--- config.mk ---
export PLATFORM = sky130hd
export DESIGN_NAME = nibble_serial_add_ctrl
export DESIGN_NICKNAME = d
export VERILOG_FILES = /design/src/rtl/nibble_serial_add_ctrl.sv
export SDC_FILE = /design/constraint.sdc
export NUM_CORES = 1
export LEC_CHECK = 0
export BUFFER_PORTS_ARGS = -buffer_cell sky130_fd_sc_hd__buf_2
export CORE_UTILIZATION = 58
export CTS_CLUSTER_DIAMETER = 100
export CTS_CLUSTER_SIZE = 24
export DETAILED_ROUTE_END_ITERATION = 10
export PLACE_DENSITY_LB_ADDON = 0.3
export SLEW_MARGIN = 20
export SYNTH_ARGS = -nofsm -noshare
export SYNTH_HDL_FRONTEND = slang
export SYNTH_SLANG_ARGS = --single-unit
--- constraint.sdc ---
create_clock -name clk -period 7.5 [get_ports clk]
set_input_delay 0.75 -clock clk [delete_from_list [all_inputs] [get_ports clk]]
set_output_delay 0.75 -clock clk [all_outputs]
set_load 0.03 [all_outputs]
--- src/rtl/nibble_serial_add_ctrl.sv ---
// Wide adder built from a single 4-bit slice, one nibble per clock, LSB first.
// A start/busy/done handshake sequences the operation through IDLE, RUN and DONE.
module nibble_serial_add_ctrl #(
    parameter int NIBBLES = 4
) (
    input  logic                   clk,
    input  logic                   rst_n,
    input  logic                   start,
    input  logic [4*NIBBLES-1:0]   a,
    input  logic [4*NIBBLES-1:0]   b,
    output logic                   busy,
    output logic                   done,
    output logic [4*NIBBLES-1:0]   sum,
    output logic                   cout
);

    localparam int W     = 4 * NIBBLES;
    localparam int IDX_W = (NIBBLES > 1) ? $clog2(NIBBLES) : 1;

    typedef enum logic [1:0] {
        IDLE = 2'd0,
        RUN  = 2'd1,
        DONE = 2'd2
    } state_t;

    state_t             state;
    state_t             state_next;
    logic [W-1:0]       op_a;
    logic [W-1:0]       op_b;
    logic               carry;
    logic [IDX_W-1:0]   idx;
    logic               accept;
    logic               last;
    logic [3:0]         a_nib;
    logic [3:0]         b_nib;
    logic [4:0]         slice_sum;

    // DONE accepts a new request just like IDLE, giving back-to-back operation.
    assign accept    = start && ((state == IDLE) || (state == DONE));
    assign last      = (idx == IDX_W'(NIBBLES - 1));
    assign a_nib     = op_a[4*idx +: 4];
    assign b_nib     = op_b[4*idx +: 4];
    assign slice_sum = {1'b0, a_nib} + {1'b0, b_nib} + {4'b0000, carry};

    assign busy = (state == RUN);
    assign done = (state == DONE);

    always_ff @(posedge clk or negedge rst_n) begin
        if (!rst_n) begin
            state <= IDLE;
        end else begin
            state <= state_next;
        end
    end

    always_comb begin
        // NOTE: assign a default before the case so every path drives state_next and no latch is inferred.
        state_next = state;
        case (state)
            IDLE:    if (start) state_next = RUN;
            RUN:     if (last)  state_next = DONE;
            DONE:    state_next = start ? RUN : IDLE;
            default: state_next = IDLE;
        endcase
    end

    // NOTE: every datapath register is cleared by the asynchronous reset, operands included, so an aborted add leaves nothing behind.
    always_ff @(posedge clk or negedge rst_n) begin
        if (!rst_n) begin
            op_a  <= '0;
            op_b  <= '0;
            sum   <= '0;
            cout  <= 1'b0;
            carry <= 1'b0;
            idx   <= '0;
        end else if (accept) begin
            op_a  <= a;
            op_b  <= b;
            sum   <= '0;
            carry <= 1'b0;
            idx   <= '0;
        end else if (state == RUN) begin
            sum[4*idx +: 4] <= slice_sum[3:0];
            carry           <= slice_sum[4];
            if (last) begin
                cout <= slice_sum[4];
            end else begin
                idx <= idx + 1'b1;
            end
        end
    end

endmodule

==> Word level (Yosys, flattened, before mapping) <==
Cells that the tools add are included.
{ "op_classes": {"n_addsub": 4, "n_eq_ne": 6, "shifts": 4, "mux": 12, "bitwise": 1, "reduce_logical": 7} }
{ "ops": {"columns": ["operator", "n"], "rows": [
  ["4-bit negation with 34-bit output", 1],
  ["4-bit by 34-bit variable shift with 16-bit output, first input constant", 1],
  ["4-bit by 34-bit variable part select with 16-bit output", 1],
  ["16-bit two-way mux", 2],
  ["16-bit by 5-bit variable part select with 4-bit output", 2],
  ["16-bit bitwise mux", 1],
  ["2-bit two-way mux", 5],
  ["2-bit case mux with 3 select lines", 1],
  ["4-bit by 4-bit adder with 5-bit output", 1],
  ["5-bit by 1-bit adder with 5-bit output", 1],
  ["2-bit == test, second input constant", 2],
  ["2-bit inequality test, second input constant", 2],
  ["2-bit AND reduction", 2],
  ["1-bit two-way mux", 3],
  ["3-bit AND reduction", 1],
  ["2-bit by 1-bit adder with 2-bit output, second input constant", 1],
  ["2-bit by 1-bit == test with 1-bit output, second input constant", 1],
  ["2-bit logical NOT", 1],
  ["2-bit by 1-bit inequality test with 1-bit output, second input constant", 1],
  ["2-bit nonzero test", 1],
  ["1-bit logical AND", 1],
  ["1-bit logical OR", 1],
  ["1-bit NOT", 1]
]} }
{ "totals": {"register_bits": 54} }

==> Logic depth before layout (Yosys ltp) <==
{ "depth": {"depth_word": 7, "ltp_mapped": 10} }

==> Worst setup path before layout <==
No wires, ideal clock.
{ "synth_path": {"path_type": "register to register", "from": "register idx[0]", "to": "register carry", "arrival_ns": 2.294, "required_time_ns": 7.373, "slack_ns": 5.079, "path_stages_with_launch": 11, "path_cell_list": "dfrtp_1 buf_4 buf_6 mux4_2 fa_1 inv_1 fa_1 inv_1 a21o_1 a21oi_1 o21ai_0"} }
{ "synth_between": {"elab_chain_len": 5, "elab_cells_between_ends": 6} }
{ "synth_lines": {"columns": ["item", "line", "text"], "rows": [
  ["start, declared", "31", "logic [IDX_W-1:0] idx;"],
  ["start signal, assigned", "88", "idx <= idx + 1'b1;"],
  ["16-bit by 5-bit variable part select with 4-bit output (on tied branches)", "41, 42", null],
  ["4-bit by 4-bit adder with 5-bit output *", "43", "assign slice_sum = {1'b0, a_nib} + {1'b0, b_nib} + {4'b0000, carry};"],
  ["5-bit by 1-bit adder with 5-bit output *", "43", null],
  ["1-bit two-way mux *", "82", "end else if (state == RUN) begin"],
  ["1-bit two-way mux *", "76", "end else if (accept) begin"],
  ["end signal, assigned", "84", "carry <= slice_sum[4];"],
  ["end, declared", "30", "logic carry;"]
]} }
Every way passes the cells marked *; elsewhere a longest branch is shown, timed or not. The select of a mux whose other input is x is not followed.
A chain may end at the register's enable or synchronous reset.

==> Final worst setup path <==
Ends and elaborated chain as after synthesis.

==> impl_summary.txt <==
----------------------------------------------------
[CTS]
  Clock-pin slew reported for the worst setup and hold paths after clock tree synthesis ... 0.09 ns
  Resize count post-CTS ... 0
  Clk buf depth ... 2
  TritonCTS clock tree ... built
  Clock Tree Root ... sky130_fd_sc_hd__clkbuf_8
  Clock latency of the later-clocked register in the worst-skew pair ... 0.30 ns
  Sinks on the clock net ... 54
  Number of buffers inserted to repair setup after CTS ... 0
  Hold buffer count at cts ... 0
  CTS H-Tree Depth ... 2
  Cts bufs inserted ... 5

[Drt]
  Detailed-route DRC error count ... 0
  Antenna-violating nets left ... 0
  Via-to-Cell Ratio ... 5.329
  Total Routed Length ... between 4000 and 5000 µm
  Iteration-0 DRC count of the detailed router ... 134
  Routed via count ... 1,812
  Number of iterations in the first detailed-routing pass ... 4
  Routed length per placed instance ... 13.91 µm

[Final layout]
  ANT cells ... 0
  End-of-flow core utilization ... 71.16%
  Area growth from synthesis to final layout ... 15.62%
  Post-layout nets ... around 330
  Share of final-layout standard cells stronger than drive strength 1 ... between 20 and 30%

[Outcome]
  Result of the run ... finished clean

[Synth]
  Portion of synthesized cell area occupied by the leading cell type ... a little over half
  Largest area contributor in the synthesized netlist ... sky130_fd_sc_hd__dfrtp_1
  Synthesized netlist cell count ... 239
  Mean Syn Cell Area ... around 11 µm²
  Warning count from the yosys run ... 0
  Register area share after synthesis ... 53.73%
  Synth Net Count ... 283
  Post-synthesis cell type count ... 28
  Synthesized cell area ... 2515 µm²
  Post-synthesis register bit count ... 54
  Biggest area contributors in the synthesized netlist ... sky130_fd_sc_hd__dfrtp_1, sky130_fd_sc_hd__nand2_1, sky130_fd_sc_hd__mux4_2

[STA]
  Minimum setup slack in the final design ... 4.664 ns
  Tightest hold margin ... a little under 0.5 ns
  Worst slew margin relative to its limit ... between 40% and 50%
  RSZ-0062 raised after global routing ... no
  Tightest Pin Transition ... ~0.86 ns
  Hold Violations, Final ... 0
  Final min period ... 2.836 ns
  Final setup violation count ... 0
  Final-report max-slew violation count ... 0
  Highest Clock Rate ... 352.6 MHz
  Aggregate negative setup slack ... 0 ns
  Final period utilization ... 37.82%
  Fin Clk Skew ... between 0.006 and 0.007 ns

[Die]
  Area enclosed by the die boundary ... 4604 µm²
  Area of the core region ... a little over 4000 µm²
  Starting Density ... 61.54%
  Vertical die dimension ... 67.85 µm
  Boundary pin count ... 54
  Die span in x ... 67.85 µm
  Number of rows created at floorplan ... 23

[Worst setup path]
  CP Launch Type ... flop
  Reg2Reg Capture Point ... carry
  Setup slack, reg-to-reg ... 4.66 ns
  Worst R2R Start ... idx[0]
  Worst reg2reg path depth ... 8
  Data arrival, critical path ... 3.01 ns
  Setup Crit Path Kind ... flop to flop
  Critical path required time ... approximately 7.7 ns
  Worst setup EP type ... flop
  Max Fanout on Critical Path ... 16

[GRT]
  Total gr overflow ... 0
  Maximum number of pins on one net before global-route repair ... 55
  Antenna violations before repair ... 0
  Via count of the first global-routing pass ... ~1.8k
  Overall Global Routing Usage ... 22.94%
  First-pass GRT wire length ... 7693 µm

[Placed design]
  Post-place setup slack ... 4.647 ns
  Port Buffers ... 53
  HPWL after DPL ... 3346 µm
  Global placement routability congestion ... slightly above 0.8

[Power and ir drop]
  Max IR drop VDD ... 231.3 µV
  Internal power of the cells ... roughly 0.79 mW
  Comb pwr share ... approximately 50%
  Fraction of power consumed by sequential logic ... 36.8%
  Total leakage power ... 1.578 nW
  Part of the power in the clock network ... 14.3%
  Psw ... ~0.58 mW
  Total power per unit cell area ... 471.4 nW/µm²
  Fraction of power spent switching nets ... 42.37%

[Hold path]
  Hold endpoint ... op_b[10]
  Hold path startpoint ... op_b[10]
  Path category of the worst min-delay check ... flop to flop
  Number of stages on the worst hold path ... 2

[Run]
  # Max-Cap Violations ... 0

----------------------------------------------------
Yosys cell counts:
| library cell | n |
|---|---|
| sky130_fd_sc_hd__ha_1 | 7 |
| sky130_fd_sc_hd__nor2_2 | 1 |
| sky130_fd_sc_hd__a22o_1 | 14 |
| sky130_fd_sc_hd__dfrtp_1 | 54 |
| sky130_fd_sc_hd__inv_1 | 7 |
| sky130_fd_sc_hd__a21o_1 | 2 |
| sky130_fd_sc_hd__nand2_4 | 1 |
| sky130_fd_sc_hd__inv_8 | 1 |
| sky130_fd_sc_hd__nand4b_1 | 1 |
| sky130_fd_sc_hd__xnor2_1 | 3 |
| sky130_fd_sc_hd__nor4_2 | 1 |
| sky130_fd_sc_hd__clkbuf_1 | 4 |
| sky130_fd_sc_hd__nand2b_1 | 2 |
| sky130_fd_sc_hd__nor2_1 | 6 |
| sky130_fd_sc_hd__o21ai_0 | 3 |
| sky130_fd_sc_hd__buf_4 | 1 |
| sky130_fd_sc_hd__nor4b_4 | 2 |
| sky130_fd_sc_hd__a21oi_1 | 7 |
| sky130_fd_sc_hd__buf_2 | 5 |
| sky130_fd_sc_hd__fa_1 | 2 |
| sky130_fd_sc_hd__nand2_1 | 99 |
| sky130_fd_sc_hd__nor2b_1 | 1 |
| sky130_fd_sc_hd__a22oi_1 | 2 |
| sky130_fd_sc_hd__nand3_1 | 1 |
| sky130_fd_sc_hd__and2b_1 | 1 |
| sky130_fd_sc_hd__mux4_2 | 8 |
| sky130_fd_sc_hd__buf_6 | 2 |
| sky130_fd_sc_hd__and2_2 | 1 |
metrics by stage:
step                power (mW)  instances  cell area [µm²]
floorplan                1.025        239             2515
global placement         1.156        333             2795
detailed placement       1.181        333             2795
CTS                      1.380        340             2908
global route             1.479        340             2908
finish                   1.371        340             2908
registers in the layout, indices dropped and copies added (netlist names):
signal	flops
cout	1
sum	16
idx	2
carry	1
op_a	16
state	2
op_b	16
layout by cell type, fill, tap and decap left out, types with 3 or more instances in the layout:
| cell | instances |
|---|---|
| sky130_fd_sc_hd__a22o_1 | 14 |
| sky130_fd_sc_hd__o21ai_0 | 3 |
| sky130_fd_sc_hd__dfrtp_1 | 54 |
| sky130_fd_sc_hd__a21oi_1 | 7 |
| sky130_fd_sc_hd__clkbuf_8 | 6 |
| sky130_fd_sc_hd__mux4_2 | 8 |
| sky130_fd_sc_hd__nand2_1 | 99 |
| sky130_fd_sc_hd__buf_4 | 3 |
| sky130_fd_sc_hd__ha_1 | 7 |
| sky130_fd_sc_hd__nor2_1 | 6 |
| sky130_fd_sc_hd__xnor2_1 | 3 |
| sky130_fd_sc_hd__buf_2 | 53 |
| sky130_fd_sc_hd__inv_1 | 7 |
worst max-delay path by stage:
| stage | from | endpoint | slack, ns |
|---|---|---|---|
| finish | idx[0] | carry | 4.66 |
| global route | idx[0] | carry | 4.46 |
| CTS | idx[0] | carry | 4.62 |
| detailed placement | idx[0] | carry | 4.65 |
| global placement | idx[0] | carry | 4.71 |
| floorplan | idx[0] | carry | 5.08 |
metal layers:
metal	track usage [%]	up-vias	routed length [µm]
li1	-	889	-
met1	29.46	872	2131
met2	38.61	46	2357
met3	5.667	5	198
met4	6.510	0	41
met5	0	-	0
area by class of cell:
class | instances | area, µm²
flip-flops and latches | 54 | 1351
fillers | 321 | 1179
multi-input cells | 165 | 1056
repair buffers | 56 | 287.8
clock buffers | 6 | 82.58
well taps | 50 | 62.56
inverters | 8 | 37.54
clock inverters | 1 | 30.03
kinds of logic (layout without fill, tap and decap cells):
| logic type | count (synthesis) | in the layout | share of synthesized area, % |
|---|---|---|---|
| adder cells (fa/ha/maj) | 9 | 9 | 5.075 |
| buffers and inverters | 20 | 71 | 4.278 |
| multiplexers | 8 | 8 | 7.164 |
| flip-flops | 54 | 54 | 53.73 |
| AO/OA/AOI/OAI | 28 | 28 | 8.059 |
| XOR/XNOR | 3 | 3 | 1.045 |
| AND/OR/NAND/NOR | 117 | 117 | 20.65 |
power by group through the flow:
stage	registers [mW]	logic, mW	clock network, mW
floorplan	0.520	0.505	0
global placement	0.506	0.650	0
detailed placement	0.510	0.671	0
CTS	0.505	0.675	0.200
global route	0.522	0.744	0.213
finish	0.504	0.670	0.196
worst max-delay path, stage by stage (launching register included):
cell,delay (ns)
sky130_fd_sc_hd__dfrtp_1,0.92
sky130_fd_sc_hd__mux4_2,0.61
sky130_fd_sc_hd__fa_1,0.42
sky130_fd_sc_hd__inv_1,0.08
sky130_fd_sc_hd__fa_1,0.20
sky130_fd_sc_hd__inv_1,0.05
sky130_fd_sc_hd__a21o_1,0.17
sky130_fd_sc_hd__a21oi_1,0.17
sky130_fd_sc_hd__o21ai_0,0.09
(Power assumes the default switching activity.)
